**src/rtl/spi_adc7476.sv**
```systemverilog
// SPI master for the AD7476: one 16-SCLK frame per start strobe, 12-bit sample out.
// Optional build macro SPI_ADC_ZCHK_EN: flag frames whose four leading bits are nonzero.
module spi_adc7476 #(
  parameter int CLK_DIV = 2,
  parameter int QUIET   = 4
) (
  input  logic        clk,
  input  logic        NRST,
  input  logic        st,
  input  logic        SDAT,
  output logic        NCS,
  output logic        SCLK,
  output logic [11:0] DO,
  output logic        ok,
  output logic        busy,
  output logic        err
);

  localparam int HW = (CLK_DIV > 1) ? $clog2(CLK_DIV) : 1;
  localparam int QW = (QUIET > 1) ? $clog2(QUIET) : 1;
  localparam logic [HW-1:0] HMAX = HW'(CLK_DIV - 1);
  localparam logic [QW-1:0] QMAX = QW'(QUIET - 1);
`ifdef SPI_ADC_ZCHK_EN
  localparam int SW = 16;
`else
  // Without the check only the trailing 12 bits of the frame are ever observed.
  localparam int SW = 12;
`endif

  typedef enum logic [1:0] {S_IDLE, S_SETUP, S_SHIFT, S_QUIET} state_t;

  state_t        state;
  logic [HW-1:0] hcnt;
  logic [QW-1:0] qcnt;
  logic [3:0]    bcnt;
  logic [SW-1:0] shift;
`ifdef SPI_ADC_ZCHK_EN
  logic          err_q;
  assign err = err_q;
`else
  assign err = 1'b0;
`endif

  always_ff @(posedge clk or negedge NRST) begin
    if (!NRST) begin
      state <= S_IDLE;
      hcnt  <= '0;
      qcnt  <= '0;
      bcnt  <= '0;
      shift <= '0;
      NCS   <= 1'b1;
      SCLK  <= 1'b1;
      DO    <= '0;
      ok    <= 1'b0;
      busy  <= 1'b0;
`ifdef SPI_ADC_ZCHK_EN
      err_q <= 1'b0;
`endif
    end else begin
      ok <= 1'b0;
`ifdef SPI_ADC_ZCHK_EN
      err_q <= 1'b0;
`endif
      case (state)
        S_IDLE: begin
          if (st) begin
            state <= S_SETUP;
            NCS   <= 1'b0;
            busy  <= 1'b1;
            hcnt  <= '0;
          end
        end
        S_SETUP: begin
          if (hcnt == HMAX) begin
            hcnt  <= '0;
            bcnt  <= '0;
            SCLK  <= 1'b0;
            state <= S_SHIFT;
          end else begin
            hcnt <= hcnt + 1'b1;
          end
        end
        S_SHIFT: begin
          if (hcnt == HMAX) begin
            hcnt <= '0;
            if (!SCLK) begin
              // Sample on the same edge that raises SCLK.
              SCLK  <= 1'b1;
              shift <= {shift[SW-2:0], SDAT};
            end else if (bcnt == 4'd15) begin
              bcnt  <= '0;
              qcnt  <= '0;
              NCS   <= 1'b1;
              state <= S_QUIET;
`ifdef SPI_ADC_ZCHK_EN
              if (|shift[15:12]) begin
                err_q <= 1'b1;
              end else begin
                DO <= shift[11:0];
                ok <= 1'b1;
              end
`else
              DO <= shift;
              ok <= 1'b1;
`endif
            end else begin
              bcnt <= bcnt + 1'b1;
              SCLK <= 1'b0;
            end
          end else begin
            hcnt <= hcnt + 1'b1;
          end
        end
        S_QUIET: begin
          if (qcnt == QMAX) begin
            state <= S_IDLE;
            busy  <= 1'b0;
          end else begin
            qcnt <= qcnt + 1'b1;
          end
        end
        default: state <= S_IDLE;
      endcase
    end
  end

endmodule

```
**config.mk**
```make
export PLATFORM = sky130hd
export DESIGN_NAME = spi_adc7476
export DESIGN_NICKNAME = d
export VERILOG_FILES = /design/src/rtl/spi_adc7476.sv
export SDC_FILE = /design/constraint.sdc
export NUM_CORES = 1
export LEC_CHECK = 0
export ABC_CLOCK_PERIOD_IN_PS = 1950
export CAP_MARGIN = 20
export CELL_PAD_IN_SITES_DETAIL_PLACEMENT = 1
export CELL_PAD_IN_SITES_GLOBAL_PLACEMENT = 1
export CORE_MARGIN = 2
export CORE_UTILIZATION = 30
export CTS_CLUSTER_SIZE = 10
export DETAILED_ROUTE_END_ITERATION = 10
export GPL_ROUTABILITY_DRIVEN = 0
export GPL_TIMING_DRIVEN = 0
export MAX_ROUTING_LAYER = met4
export PLACE_DENSITY_LB_ADDON = 0.3
export SLEW_MARGIN = 20
export SYNTH_ARGS = -nofsm -noshare
export SYNTH_HDL_FRONTEND = slang
export SYNTH_SLANG_ARGS = --single-unit
export TNS_END_PERCENT = 20
```
**constraint.sdc**
```tcl
create_clock -name clk -period 1.95 [get_ports clk]
set_clock_uncertainty 0.15 [all_clocks]
set_input_delay 0.39 -clock clk [delete_from_list [all_inputs] [get_ports clk]]
set_output_delay 0.39 -clock clk [all_outputs]
set_load 0.02 [all_outputs]
```
# ---- Yosys cells after proc, flatten, opt, wreduce, memory -nomap -nowiden
# Cells that the tools add are included.
dict set report word_totals {
  ff_bits 37
  in_bits 4
  output_inout_bits 17
  wordCells 77
}
dict set report op_classes {
  add_sub_neg 3
  eq_ne 12
  n_mux 35
  bitwise_logic 1
  reduce_logical 16
}
# operator count
set ops {}
lappend ops {{$mux 2} 10}
lappend ops {{$mux 4} 4}
lappend ops {{$mux 1} 14}
lappend ops {{$ne 2x2->1 const B} 7}
lappend ops {{$reduce_and 5->1} 2}
lappend ops {{$reduce_bool 2->1} 5}
lappend ops {{$reduce_and 3->1} 3}
lappend ops {{$pmux 1 s2} 4}
lappend ops {{$pmux 2 s4} 1}
lappend ops {{$pmux 4 s2} 1}
lappend ops {{$reduce_and 4->1} 2}
lappend ops {{$eq 2x2->1 const B} 3}
lappend ops {{$reduce_and 6->1} 1}
lappend ops {{$add 4x1->4 const B} 1}
lappend ops {{$eq 4x4->1 const B} 1}
lappend ops {{$pmux 2 s2} 1}
lappend ops {{$add 2x1->2 const B} 1}
lappend ops {{$eq 2x1->1 const B} 1}
lappend ops {{$logic_not 2->1} 1}
lappend ops {{$reduce_and 2->1} 1}
lappend ops {{$reduce_or 2->1} 1}
lappend ops {{$add 1x1->1 const B} 1}
lappend ops {{$not 1->1} 1}

# ---- Depth between registers and ports, before layout
dict set report logic_depth {
  word_depth 5
  mapped_depth 7
  mapped_depth_nobuf 6
}

# ---- Worst setup path after synthesis
# No wires, ideal clock.
dict set report synth_timing {
  path_type {flip-flop to flip-flop}
  from {reg bcnt[0]}
  to {reg DO[10]}
  setup_ns 0.125
  arrival_time_ns 1.516
  t_required_ns 1.675
  setup_slack_ns 0.159
  stages_incl_launch_ff 7
  n_path_buf 2
  synth_period_minus_slack_ns 1.791
  path_cell_list {dfrtp_1 -> ha_1 -> and3_1 -> and4_4 -> buf_6 -> buf_12 -> mux2_4}
}
dict set report synth_between {
  elab_chain_cells 2
}
# element line
set synth_lines {}
lappend synth_lines {{start, declared} 35} ;# logic [3:0] bcnt;
lappend synth_lines {{start signal, assigned} 107} ;# bcnt <= bcnt + 1'b1;
lappend synth_lines {{$eq 4x4->1} 90} ;# end else if (bcnt == 4'd15) begin
lappend synth_lines {{$reduce_and 4->1 (no source line)} --}
lappend synth_lines {{end signal, assigned} 103} ;# DO <= shift;
lappend synth_lines {{end, declared} 13} ;# output logic [11:0] DO,
# Every way passes these cells.
# A chain may end at the register's enable or synchronous reset.

# ---- Worst setup path in the final report
dict set report layout_timing {
  from {reg bcnt[0]}
  to {reg DO[3]}
}
# Same word-level chain as after synthesis.

==> impl_metrics.toml <==
[critical_path]
cp-end-kind = "flop"
critPathKind = "flop to flop"
critical_path_required_ns = 1.97
critical_path.slowest_cell = "dfrtp_1"
worst_setup_path_start_kind = "flop"
ff2ff_path_depth = 6
crit_arrival_ns = 1.87
critPathMaxFanout = 10
max_stage_delay_ns = 0.43
crit_chain = "ha_4, and3_4, and4_4, buf_6, buf_12, mux2_4"
rrSetupSlack_ns = 0.1

[logic_synthesis]
synth-seq-cells = 37
syn_nets = 145
postSynthAreaPerCell_sq_um = 12.8
ys.warnings.count = 0
synth_area_sq_um = 1720
ys_seq_area_share_pct = 53.9
synth_cells = 134
synth_cell_types = 32

[clock_network]
clk_latency_ns = 0.28
cts_inserted_buffers = 5
cts_root_buf = "clkbuf_8"
clock-sinks = 37
cts_max_path_buffers = 2
cts_tree = "done"
cts-htree-levels = 2
clkTransAtPathRegs_ns = 0.07

[placement]
dp_cells = 226
place_area_sq_um = 2020
io_buffers = 19
hpwlAfterDp_um = 2330

[floorplanning]
ios = 21
core_sq_um = 5540
dieHeight_um = 79.8
die_w_um = 79.8
fp.dieArea_sq_um = 6360
initial_core_util_pct = 31.1
num_rows = 27

[cells_and_area]
antenna_cells = 0
layout_commonest_cell = "dfrtp_1"
area.growth.synth_to_final_pct = 26.2
postLayoutCellArea_sq_um = 2170
fill_cells = 603
nets = 174
mostFrequentLayoutCells = "35 x dfrtp_1, 17 x mux2_2, 16 x clkdlybuf4s50_1"
layout.cells.non_filler = 235
drive_gt1_share_pct = 30.1

[drt]
post_drt_via_cell_ratio = 4.67
firstDrtPassIters = 4
routedWlPerCell_um = 13.4
wl_um = 3160
drc = 0
drt_iter0_drc = 29
postRouteAntennaNets = 0
vias = 1098

[sta]
hold_viol = 0
setup_tns_ns = 0
rsz0062_at_grt = "true"
max_freq_ghz = 0.539
period_share_pct = 95.1
setup_viol = 0
drv_slew = 0
period_needed_ns = 1.85

[pwr]
power_density_nw_per_um2 = 675
ir_drop_uv = 250
total_power_mw = 1.47
total_leakage_power_nw = 0.998

[global_route]
grt_util_all_layers_pct = 11.1
grt_pass1_vias = 1189
grt-busiest-layer = "met2"
grt-ovfl-total = 0
use_met1_pct = 13.3
grt_pass1_wl_um = 5360
grt_use_met3_pct = 2.71
grt_max_degree = 20
use_met2_pct = 18.2
antenna_found_initial = 0

[flow_run]
drv_cap = 0

[hold_path]
hp-class = "flop to flop"
hold_path_depth = 1

[outcome]
outcome = "completed"
-- Yosys cell counts --
| library cell | n | share of area [%] |
|---|---|---|
| nor3_1 | 1 | 0.29 |
| buf_4 | 2 | 0.87 |
| a32oi_1 | 1 | 0.51 |
| dfstp_2 | 2 | 3.1 |
| clkbuf_1 | 1 | 0.22 |
| nand3_1 | 3 | 0.87 |
| nand4_1 | 2 | 0.73 |
| mux2i_1 | 1 | 0.58 |
| o31ai_1 | 1 | 0.44 |
| nand2_1 | 9 | 2.0 |
| mux2_2 | 17 | 11 |
| a21boi_0 | 1 | 0.44 |
| a21o_1 | 2 | 0.87 |
| mux2_4 | 9 | 7.8 |
| o21ai_0 | 9 | 2.6 |
| dfrtp_1 | 35 | 51 |
| a31oi_1 | 1 | 0.36 |
| a221oi_2 | 1 | 0.87 |
| buf_2 | 1 | 0.29 |
| buf_12 | 1 | 1.2 |
| a21oi_1 | 5 | 1.5 |
| nor2b_1 | 5 | 1.8 |
| nor2_1 | 3 | 0.65 |
| inv_1 | 5 | 1.1 |
| and3_1 | 1 | 0.36 |
| xnor2_1 | 1 | 0.51 |
| conb_1 | 1 | 0.22 |
| buf_6 | 1 | 0.65 |
| nand3b_1 | 1 | 0.44 |
| nand2b_1 | 3 | 1.1 |
| and4_4 | 1 | 0.65 |
| ha_1 | 7 | 5.1 |
-- cells by family after synthesis --
group / Yosys count / synth area share (%)
other cells: 1 / 0.218
buf+inv: 11 / 4.29
simple gates: 29 / 8.87
flops: 37 / 53.9
compound gates: 21 / 7.56
xor+xnor: 1 / 0.509
fa+ha+maj: 7 / 5.09
mux: 27 / 19.5
-- stage by stage --
step	setup slack (ns)	utilization [%]	hold slack, ns
6_report	0.0959	39.2	0.359
5_1_grt	-0.00839	39.2	0.387
4_1_cts	0.00481	38.7	0.365
3_5_place_dp	-0.119	36.5	0.223
3_3_place_gp	-0.514	36.1	0.336
2_1_floorplan	0.159	-	-0.0556
-- worst paths after layout --
path                       startpoint     to
setup / recovery              bcnt[0]  DO[3]
hold / removal                  DO[1]  DO[1]
setup reg to reg              bcnt[0]  DO[3]
hold reg to reg                 DO[1]  DO[1]
max in group asynchronous        NRST    NCS
min in group asynchronous        NRST  DO[7]
-- power by group --
part	total, mW	internal, mW	leakage [nW]	switching [mW]
Combinational	0.0455	0.0225	0.477	0.0230
Sequential	0.789	0.780	0.467	0.00890
Clock	0.634	0.372	0.0540	0.262
-- layout make-up --
class                           count  area (sq um)  area share, %
Sequential cell                    37           928           42.7
Clock inverter                      2          35.0           1.61
Multi-Input combinational cell     86           739           34.0
Clock buffer                        5          68.8           3.17
Inverter                            5          18.8          0.864
Buffer                              6          65.1           2.99
Tap cell                           72          90.1           4.15
Timing Repair Buffer               22           228           10.5
-- timing repair --
action,CTS,global route
endpoints found under the setup margin,14,22
pin swaps,0,0
endpoints found under the hold margin,18,0
hold buffers,1,0
buffers inserted,0,1
resized for setup,5,7
-- critical path: cells and delay by family (launching register included) --
family | cells | cell delay, ns
flip-flops | 1 | 0.43
AND/OR/NAND/NOR | 2 | 0.41
multiplexers | 1 | 0.30
buffers and inverters | 2 | 0.26
adder cells (fa/ha/maj) | 1 | 0.19
-- flip-flops by register name, summed over array words and instances, names as in the netlist --
| register | count |
|---|---|
| SCLK | 1 |
| busy | 1 |
| hcnt | 1 |
| qcnt | 2 |
| state | 2 |
| NCS | 1 |
| ok | 1 |
| bcnt | 4 |
| DO | 12 |
| shift | 12 |
-- routing by layer --
layer | wire, um | vias to the layer above
met5 | 0 | -
met4 | 31 | 0
met3 | 112 | 5
met2 | 1590 | 22
met1 | 1430 | 552
li1 | - | 519
No activity file was read; power rests on OpenSTA's default activity.
